<file path="src/rtl/ms_pkg.sv">
// Shared constants and cell-geometry helpers for the 8x8 minesweeper neighbourhood engine.
// Cell index i = y*8 + x, with x and y in 0..7.
package ms_pkg;

    localparam int MS_W     = 8;
    localparam int MS_H     = 8;
    localparam int MS_CELLS = MS_W * MS_H;
    localparam int MS_CNT_W = 4;

    function automatic int ms_idx(input int x, input int y);
        return y * MS_W + x;
    endfunction

    // True when (x+dx, y+dy) is an on-board neighbour of (x, y); the cell itself is excluded.
    // There is no wrap at the board edges.
    function automatic logic ms_nbr_valid(input int x, input int y, input int dx, input int dy);
        int nx;
        int ny;
        nx = x + dx;
        ny = y + dy;
        return !(dx == 0 && dy == 0) && (nx >= 0) && (nx < MS_W) && (ny >= 0) && (ny < MS_H);
    endfunction

endpackage

</file>
<file path="src/rtl/ms_round_check.sv">
// One reveal round, purely combinational.
// A cell is marked when it is already open, or when any on-board neighbour is both open and
// a zero cell.
// Ports:
//   is_zero [63:0] in   zero-cell mask computed from the same inputs as open
//   open    [63:0] in   currently opened cells
//   check   [63:0] out  cells open after one reveal round
module ms_round_check
    import ms_pkg::*;
(
    input  logic [MS_CELLS-1:0] is_zero,
    input  logic [MS_CELLS-1:0] open,
    output logic [MS_CELLS-1:0] check
);

    // Open zero cells spread to their neighbours.
    logic [MS_CELLS-1:0] w_src;
    assign w_src = is_zero & open;

    for (genvar gy = 0; gy < MS_H; gy++) begin : g_row
        for (genvar gx = 0; gx < MS_W; gx++) begin : g_col
            localparam int IDX = ms_idx(gx, gy);

            // 3x3 window, bit = dy*3 + dx; centre and off-board positions tie to 0.
            logic [8:0] w_nb;

            for (genvar gdy = 0; gdy < 3; gdy++) begin : g_dy
                for (genvar gdx = 0; gdx < 3; gdx++) begin : g_dx
                    if (ms_nbr_valid(gx, gy, gdx - 1, gdy - 1)) begin : g_on
                        assign w_nb[gdy*3+gdx] = w_src[ms_idx(gx + gdx - 1, gy + gdy - 1)];
                    end else begin : g_off
                        assign w_nb[gdy*3+gdx] = 1'b0;
                    end
                end
            end

            assign check[IDX] = open[IDX] | (|w_nb);
        end
    end

endmodule

</file>
<file path="src/rtl/ms_round.sv">
// Minesweeper neighbourhood engine for an 8x8 board.
// Computes per-cell adjacent-mine counts, the zero-cell mask and one reveal round, all
// registered with one cycle of latency.
// Ports:
//   clk             in   system clock, rising edge
//   rst_n           in   asynchronous active-low reset, clears all outputs
//   mine      [63:0]  in   mine map, bit i = cell (i%8, i/8)
//   open      [63:0]  in   currently opened cells
//   count_flat[255:0] out  bit-plane counts {plane0 (LSB), plane1, plane2, plane3 (MSB)}
//   is_zero   [63:0]  out  cell is not a mine and has no adjacent mines
//   check     [63:0]  out  cells open after one reveal round
module ms_round
    import ms_pkg::*;
(
    input  logic                         clk,
    input  logic                         rst_n,
    input  logic [MS_CELLS-1:0]          mine,
    input  logic [MS_CELLS-1:0]          open,
    output logic [MS_CELLS*MS_CNT_W-1:0] count_flat,
    output logic [MS_CELLS-1:0]          is_zero,
    output logic [MS_CELLS-1:0]          check
);

    logic [MS_CELLS*MS_CNT_W-1:0] w_count_flat;
    logic [MS_CELLS-1:0]          w_is_zero;
    logic [MS_CELLS-1:0]          w_check;

    logic [MS_CELLS*MS_CNT_W-1:0] r_count_flat;
    logic [MS_CELLS-1:0]          r_is_zero;
    logic [MS_CELLS-1:0]          r_check;

    for (genvar gy = 0; gy < MS_H; gy++) begin : g_row
        for (genvar gx = 0; gx < MS_W; gx++) begin : g_col
            localparam int IDX = ms_idx(gx, gy);

            // 3x3 window of neighbour mines, bit = dy*3 + dx; the cell's own mine is excluded.
            logic [8:0]          w_nb;
            logic [MS_CNT_W-1:0] w_cnt;

            for (genvar gdy = 0; gdy < 3; gdy++) begin : g_dy
                for (genvar gdx = 0; gdx < 3; gdx++) begin : g_dx
                    if (ms_nbr_valid(gx, gy, gdx - 1, gdy - 1)) begin : g_on
                        assign w_nb[gdy*3+gdx] = mine[ms_idx(gx + gdx - 1, gy + gdy - 1)];
                    end else begin : g_off
                        assign w_nb[gdy*3+gdx] = 1'b0;
                    end
                end
            end

            assign w_cnt = {3'b000, w_nb[0]} + {3'b000, w_nb[1]} + {3'b000, w_nb[2]}
                         + {3'b000, w_nb[3]} + {3'b000, w_nb[4]} + {3'b000, w_nb[5]}
                         + {3'b000, w_nb[6]} + {3'b000, w_nb[7]} + {3'b000, w_nb[8]};

            // Plane K holds bit K of every count; plane0 sits in the top 64 bits.
            assign w_count_flat[3*MS_CELLS+IDX] = w_cnt[0];
            assign w_count_flat[2*MS_CELLS+IDX] = w_cnt[1];
            assign w_count_flat[1*MS_CELLS+IDX] = w_cnt[2];
            assign w_count_flat[0*MS_CELLS+IDX] = w_cnt[3];

            assign w_is_zero[IDX] = ~mine[IDX] & (w_cnt == '0);
        end
    end

    // Fed with the combinational zero mask so check and is_zero stay coherent.
    ms_round_check u_check (
        .is_zero (w_is_zero),
        .open    (open),
        .check   (w_check)
    );

    always_ff @(posedge clk or negedge rst_n) begin
        if (!rst_n) begin
            r_count_flat <= '0;
            r_is_zero    <= '0;
            r_check      <= '0;
        end else begin
            r_count_flat <= w_count_flat;
            r_is_zero    <= w_is_zero;
            r_check      <= w_check;
        end
    end

    assign count_flat = r_count_flat;
    assign is_zero    = r_is_zero;
    assign check      = r_check;

endmodule

</file>
<file path="config.mk">
export PLATFORM = sky130hd
export DESIGN_NAME = ms_round
export DESIGN_NICKNAME = d
export VERILOG_FILES = /design/src/rtl/ms_pkg.sv /design/src/rtl/ms_round_check.sv /design/src/rtl/ms_round.sv
export SDC_FILE = /design/constraint.sdc
export NUM_CORES = 1
export LEC_CHECK = 0
export BUFFER_PORTS_ARGS = -buffer_cell sky130_fd_sc_hd__buf_2
export CORE_AREA = 2 2 197 199
export CTS_CLUSTER_SIZE = 10
export DETAILED_ROUTE_END_ITERATION = 16
export DIE_AREA = 0 0 199 201
export GPL_TIMING_DRIVEN = 0
export PLACE_DENSITY = 0.78
export SYNTH_ARGS = -nofsm -noshare
export SYNTH_HDL_FRONTEND = slang
export SYNTH_SLANG_ARGS = --single-unit
</file>
<file path="constraint.sdc">
create_clock -name clk -period 0.8 [get_ports clk]
set_input_delay 0.04 -clock clk [delete_from_list [all_inputs] [get_ports clk]]
set_output_delay 0.04 -clock clk [all_outputs]
set_load 0.005 [all_outputs]
</file>
Word level (Yosys, flattened, before mapping)
Cells that the tools add are included.

Add/subtract/negate cells: 349. Bitwise logic cells: 193. Reduce and logical (&&, ||, !) cells: 128.

Operators by type and width (number): $add 4x1->4 (182); $reduce_or 8->1 (36); $logic_not 4->1 (64); $add 3x1->4 (54); $add 2x1->3 (56); $reduce_or 5->1 (24); $add 1x1->2 (57); $and 1x1->1 (64); $and 64x64->64 (1); $not 1->1 (64); $or 1x1->1 (64); $reduce_or 3->1 (4).

Flip-flop bits (word level): 384. Input port bits: 130. Output and inout bits: 384. Word-level logic and storage cells: 673.

Longest topological paths before layout
Gate-level depths: netlist of the first run.

Depth after elaboration: 12. Mapped depth: 14. Depth with buffers taken out: 13.

Modules after synthesis
Synthesis of the first run repeated with hierarchy kept, for this count alone.

Cell total of the unflattened synthesis: 1443. Area, all modules: 18625.4 um2.

Modules (own cells, without submodules): ms_round (instances 1, cells an instance 1255, area an instance 17381.7 um2, sequential area each 8858.5 um2); ms_round_check (instances 1, cells an instance 188, area an instance 1243.7 um2, sequential area each 0.0 um2).

Least setup slack after synthesis of the first run
OpenSTA, ideal clock, no wires.

Path kind: input port to flip-flop. Start: in mine[29]. End: reg r_check[36], in the netlist check[36]. Arrival: 3.539 ns. Path slack: -2.812 ns. Stages: 13. Path through: inv_1 fa_1 fa_1 fa_1 inv_1 ha_1 inv_1 fa_1 or3b_1 a2111o_1 a21boi_4 nor2b_4 nand4_2.

Word-level cells in the longest chain between the ends: 12. Elaborated cells between the ends (all ways): 20.

Ends and longest elaborated chain: start, declared (RTL line ms_round.sv:17) `input logic [MS_CELLS-1:0] mine,`; $add 1x1->2 (RTL line ms_round.sv:50) `assign w_cnt = {3'b000, w_nb[0]} + {3'b000, w_nb[1]} + {3'b000, w_nb[2]}`; $add 2x1->3 (RTL line ms_round.sv:50); $add 3x1->4 (RTL line ms_round.sv:51) `+ {3'b000, w_nb[3]} + {3'b000, w_nb[4]} + {3'b000, w_nb[5]}`; $add 4x1->4 (RTL line ms_round.sv:51); $add 4x1->4 (3 in a row) (RTL line ms_round.sv:52) `+ {3'b000, w_nb[6]} + {3'b000, w_nb[7]} + {3'b000, w_nb[8]};`; $logic_not 4->1 (RTL line ms_round.sv:60) `assign w_is_zero[IDX] = ~mine[IDX] & (w_cnt == '0);`; $and 1x1->1 (RTL line ms_round.sv:60); $and 64x64->64 * (RTL line ms_round_check.sv:18) `assign w_src = is_zero & open;`; $reduce_or 8->1 * (RTL line ms_round_check.sv:37) `assign check[IDX] = open[IDX] | (|w_nb);`; $or 1x1->1 * (RTL line ms_round_check.sv:37); via u_check.check[36] (RTL line ms_round_check.sv:13) `output logic [MS_CELLS-1:0] check`; end signal, assigned (RTL line ms_round.sv:79) `r_check <= w_check;`; end, declared (RTL line ms_round.sv:30) `logic [MS_CELLS-1:0] r_check;`.

The timed path passes the listed nets; every way through them passes the cells marked *.

Worst setup path in the final report of the first run
Start: in mine[29]. End: reg r_check[29], in the netlist check[29].

Word-level cells in the longest chain between the ends: 12. Elaborated cells between the ends (all ways): 54.

Ends and longest elaborated chain: $add 1x1->2 (RTL line ms_round.sv:50); $add 2x1->3 (RTL line ms_round.sv:50); $add 3x1->4 (RTL line ms_round.sv:51); $add 4x1->4 (RTL line ms_round.sv:51); $add 4x1->4 (3 in a row) (RTL line ms_round.sv:52); $logic_not 4->1 (RTL line ms_round.sv:60); $and 1x1->1 (RTL line ms_round.sv:60); via u_check.is_zero[38] (RTL line ms_round_check.sv:11) `input logic [MS_CELLS-1:0] is_zero,`; $and 64x64->64 (RTL line ms_round_check.sv:18); $reduce_or 8->1 (RTL line ms_round_check.sv:37); $or 1x1->1 (RTL line ms_round_check.sv:37); via u_check.check[29] (RTL line ms_round_check.sv:13).

The timed path passes the listed nets, and every way through them passes these cells.

==> impl_metrics.json, run 1 <==
{
  "clockBufferDepth": 3,
  "relSlewSlack": 0.334,
  "firstDrtPassIters": 5,
  "p_seq_frac": 0.311,
  "final_nets": 2925,
  "io_pins": 514,
  "pre_cts_ws_ns": -3.71,
  "rows": 72,
  "final_cell_mix": "buf_2 (439), dfrtp_1 (354), inv_1 (204)",
  "drive_gt1_frac": 0.556,
  "htreeDepth": 2,
  "grt_overflow": 0,
  "crit_path_start_kind": "input pin",
  "multi_input_area_um2": 12000,
  "crit_arrival_ns": 3.80,
  "regArea_um2": 8860,
  "synth_edf_count": 0,
  "syn2layout_area_growth_pct": 57.0,
  "yosysWarnings": 0,
  "p_leak_nw": 14.8,
  "drt-vias-per-instance": 5.38,
  "grt_max_degree": 116,
  "grt.total_usage": 0.347,
  "antenna_found_initial": 6,
  "peakVddDrop_v": 0.00165,
  "p_int_mw": 49.7,
  "synth.distinct_cells": 57,
  "die_x_um": 199,
  "hold_viol": 275,
  "gp_routability_congestion": 0.907,
  "setup_viol": 692,
  "cts_root_buf": "clkbuf_16",
  "synthArstFlopShare": 1.00,
  "grt_setup_unrepaired": "true",
  "synth-main-ff-cell": "dfrtp_1",
  "period_needed_ns": 3.36,
  "worst_pin_slew_ns": 0.996,
  "ys_seq_elements": 354,
  "port_buffers": 483,
  "worst_hold_path_type": "in2async",
  "power_frac_clock": 0.231,
  "drcViolationCount": 0,
  "finalCritPeriodShare": 4.19,
  "vias": 16100,
  "syn_inst": 1584,
  "hold_buffers": 76,
  "grt_pass1_wl_mm": 104,
  "first_iter_violations": 892,
  "clock-sinks": 354,
  "cp-end-kind": "flip-flop",
  "place_hpwl_mm": 44.0,
  "postRouteAntennaNets": 0,
  "status": "finished with violations",
  "grt_pass1_vias": 17900,
  "crit_type": "in2reg",
  "crit_required_ns": 1.24,
  "switchingPower_mw": 27.5,
  "hold_slack_ns": -0.631,
  "fillers": 1963,
  "wire_per_inst_um": 23.7,
  "fmax_mhz": 298,
  "synth_area_per_cell_um2": 12.2,
  "drv_cap": 0,
  "clk_pin_slew_ns": 0.06,
  "slew_viol_final": 0,
  "drt-total-wl_mm": 71.1,
  "path_max_fanout": 4,
  "layout_commonest_cell": "buf_2",
  "core-area_um2": 38100,
  "violations": "hold timing, setup timing",
  "switching_share": 0.356,
  "cts_tree": "built",
  "setup_ws_ns": -2.56,
  "pwr-share-comb": 0.458,
  "synth_seq_area_share": 0.459,
  "numCtsBuffers": 42,
  "finalPower_mw": 77.2,
  "die_h_um": 201,
  "syn-cell-area_um2": 19300,
  "start_util": 0.506,
  "die-area_um2": 40000,
  "power_density_nw_per_um2": 2550
}
## cells in the mapped netlist (all sizes together), types with 3 or more instances
cell	n	area share
nor2	49	0.0095
fa	196	0.20
inv	347	0.068
nand4bb	3	0.0018
nand3	12	0.0031
a21o	7	0.0027
o31ai	3	0.0012
or3b	6	0.0027
nor3b	6	0.0023
a211oi	3	0.0012
nor3	15	0.0039
buf	31	0.012
o21a	4	0.0016
nand2b	20	0.0065
nor4	46	0.015
nand2	48	0.0093
and4	4	0.0018
a2111oi	3	0.0023
nor4bb	3	0.0016
nand4b	16	0.0073
nor4b	8	0.0040
a21oi	62	0.016
xnor2	9	0.0049
nand4	23	0.0078
nor2b	76	0.025
ha	138	0.089
or3	9	0.0029
or4	14	0.0056
nand3b	10	0.0039
a2111o	3	0.0018
dfrtp	354	0.46
or4b	8	0.0042
and3	9	0.0030
and2	20	0.0065
## metal layers
layer  vias up  track usage  wire, um
met4         2        0.181      4280
met5         -            0        17
met1      8169        0.413     25700
met2       874        0.589     35800
li1       6780            -         -
met3       271       0.0754      5200
## how the worst max path moves through the flow
stage	startpoint	to	slack, ns	depth (start not counted)
after floorplan	mine[29]	check[28]	-2.73	13
after global placement	rst_n	count_flat[183]	-6.99	1
final	mine[29]	check[29]	-2.56	18
after CTS	mine[29]	check[29]	-2.44	17
after detailed placement	mine[28]	check[28]	-3.71	14
after global routing	mine[29]	check[29]	-2.60	18
## registers in the layout, summed over array words and instances, names as in the netlist
name / count
count_flat: 226
check: 64
is_zero: 64
## stage by stage
step / utilization / setup TNS [ns] / instance area, um2 / std cells
2_1_floorplan: - / -474.59 / 21300 / 1613
5_1_grt: 0.795 / -563.20 / 30300 / 2994
6_report: 0.795 / -508.70 / 30300 / 2994
3_5_place_dp: 0.642 / -745.59 / 24500 / 2617
3_3_place_gp: 0.639 / -3075.96 / 24400 / 2614
4_1_cts: 0.766 / -485.38 / 29200 / 2922
## power groups by stage
stage	combinational, mW	sequential, mW	clock (mW)
floorplan	14.9	24.5	0
global placement	24.9	24.0	0
detailed placement	26.1	24.0	0
CTS	31.1	23.8	17.8
global route	38.0	24.3	18.6
finish	35.3	24.0	17.8
## worst max-delay path, cell delays in order
cell        delay (ns)
buf_12            0.09
clkinvlp_4        0.08
buf_4             0.13
buf_4             0.12
buf_6             0.11
fa_1              0.51
fa_1              0.44
fa_2              0.54
inv_2             0.04
ha_4              0.15
inv_2             0.05
fa_2              0.46
nand2b_4          0.10
a2111oi_4         0.04
nand2_2           0.13
nand4_1           0.15
buf_4             0.18
or4_4             0.41
## cells by family (layout without fill, tap and decap cells)
kind of cell,after synthesis,count (layout),synth area share
AND/OR/NAND/NOR,409,409,0.130
buffers and inverters,378,1236,0.0796
flip-flops,354,354,0.459
adder cells (fa/ha/maj),334,334,0.293
AO/OA/AOI/OAI,97,97,0.0330
XOR/XNOR,11,11,0.00577
other,1,35,0.000194
## repair_timing
action                                 4_1_cts  5_1_grt
buffers inserted                           175       79
endpoints found under the hold margin      344      287
setup endpoints to repair                  712      902
resized for setup                          372      135
pin swaps                                  129      126
gates cloned                                 0        0
## area by class of cell
type,count,share of cell area
antenna,5,0.000413
buffer,30,0.00744
clock buffer,52,0.0390
clock inverter,2,0.000330
inverter,347,0.0463
multi-input combinational,881,0.397
sequential,354,0.292
tap,518,0.0214
timing repair buffer,805,0.196
No activity file was read; power rests on OpenSTA's default activity.
==> inputs of run 2 (changes only) <==
PLACE_DENSITY = 0.87   (was 0.78)
==> impl_metrics.json, run 2 (same netlist as run 1, synthesis figures left out) <==
{
  "crit_slowest_cell": "fa_1",
  "final_nets": 2940,
  "fillers": 1875,
  "die_h_um": 201,
  "wire_per_inst_um": 28.9,
  "place_hpwl_mm": 46.0,
  "clockBufferDepth": 3,
  "grt_pass1_wl_mm": 114,
  "setup_ws_ns": -2.80,
  "grt_overflow": 0,
  "numCtsBuffers": 42,
  "port_buffers": 483,
  "io_pins": 514,
  "syn2layout_area_growth_pct": 57.3,
  "p_leak_nw": 14.8,
  "postRouteAntennaNets": 0,
  "worst_hold_path_type": "in2async",
  "cp-end-kind": "flip-flop",
  "finalCritPeriodShare": 4.50,
  "multi_input_area_um2": 12000,
  "slew_viol_final": 0,
  "crit_family": "adder cells",
  "worst_pin_slew_ns": 0.798,
  "largest_reg_flops": 226,
  "grt.total_usage": 0.386,
  "power_density_nw_per_um2": 2670,
  "peakVddDrop_v": 0.00196,
  "antenna_found_initial": 14,
  "rows": 72,
  "setup_viol": 695,
  "status": "finished with violations",
  "die_x_um": 199,
  "fmax_mhz": 278,
  "firstDrtPassIters": 6,
  "crit_top_cell": "fa_1",
  "drv_cap": 0,
  "cts_tree": "built",
  "clk_pin_slew_ns": 0.05,
  "hold_slack_ns": -0.508,
  "max_stage_delay_ns": 0.69,
  "core-area_um2": 38100,
  "drt-total-wl_mm": 87.0,
  "drive_gt1_frac": 0.557,
  "grt_pass1_vias": 18900,
  "final_cell_mix": "buf_2 (439), dfrtp_1 (354), buf_4 (218)",
  "worst-path-buf-inv": 4,
  "violations": "hold timing, setup timing",
  "regArea_um2": 8860,
  "grt_setup_unrepaired": "true",
  "period_needed_ns": 3.60,
  "crit_type": "in2reg",
  "start_util": 0.506,
  "gp_routability_congestion": 0.934,
  "first_iter_violations": 1557,
  "crit_path_cell_trace": "buf_12, fa_1, inv_1, fa_1, fa_1, inv_2, ha_4, inv_2, fa_2, or3b_4, a2111oi_4, a21o_1, nor3_2, nand3b_1",
  "crit_arrival_ns": 4.09,
  "path_max_fanout": 5,
  "layout_commonest_cell": "buf_2",
  "drcViolationCount": 0,
  "relSlewSlack": 0.468,
  "grt_max_degree": 96,
  "htreeDepth": 2,
  "cts_root_buf": "clkbuf_16",
  "crit_path_start_kind": "input pin",
  "drt-vias-per-instance": 5.88,
  "clock-sinks": 354,
  "tns_ns": -540.10,
  "crit_required_ns": 1.29,
  "pre_cts_ws_ns": -3.70,
  "die-area_um2": 40000,
  "vias": 17700,
  "hold_viol": 193
}
[run 2: cell count changes in the layout (fill, tap and decap cells not counted), moves of 4 or more]
cell	previous run	this run
buf_4	199	218
a21oi_2	31	36
buf_12	30	26
diode_2	5	12
a21oi_4	24	18
[run 2: how the worst max path moves through the flow]
stage	startpoint	endpoint	slack, ns	cells after the start
5_1_grt	mine[43]	check[61]	-2.87	14
4_1_cts	mine[28]	check[38]	-2.50	15
3_3_place_gp	rst_n	count_flat[247]	-6.83	1
3_5_place_dp	mine[28]	check[28]	-3.70	14
6_report	mine[43]	check[61]	-2.80	14
2_1_floorplan	mine[29]	check[28]	-2.73	13
[run 2: metrics by stage]
| step | total power [mW] | area (um2) | std cells | util |
|---|---|---|---|---|
| final | 81.0 | 30400 | 3015 | 0.797 |
| after global routing | 84.0 | 30300 | 3008 | 0.796 |
| after CTS | 72.8 | 29000 | 2922 | 0.760 |
| after detailed placement | 50.3 | 24500 | 2617 | 0.642 |
| after global placement | 48.8 | 24400 | 2614 | 0.639 |
| after floorplan | 39.4 | 21300 | 1613 | - |
[run 2: what timing repair did]
action                                  4_1_cts  5_1_grt
resized for setup                           323      176
setup buffers                               181       94
endpoints found under the setup margin      693      695
hold buffers                                 71        5
hold endpoints to repair                    284      197
pin swaps                                   124      115
[run 2: layout make-up]
class                   instances  share of cell area
diodes                         12            0.000989
plain buffers                  30             0.00742
clock buffers                  51              0.0378
clock inverters                 2             0.00128
inverters                     347              0.0463
multi-input cells             881               0.395
flip-flops and latches        354               0.292
well taps                     518              0.0214
repair buffers                820               0.198
[run 2: where the power goes]
part           leakage, nW  switching (mW)  internal, mW  total [mW]
clock                0.582            7.78          10.2        18.0
sequential            4.33            1.98          22.4        24.4
combinational         9.92            20.9          17.7        38.6
total                 14.8            30.7          50.3        81.0
[run 2: layer usage]
layer | wire length, um | track usage
met1 | 27500 | 0.422
met5 | 29 | 0
met4 | 8260 | 0.282
met2 | 41200 | 0.638
met3 | 10100 | 0.114
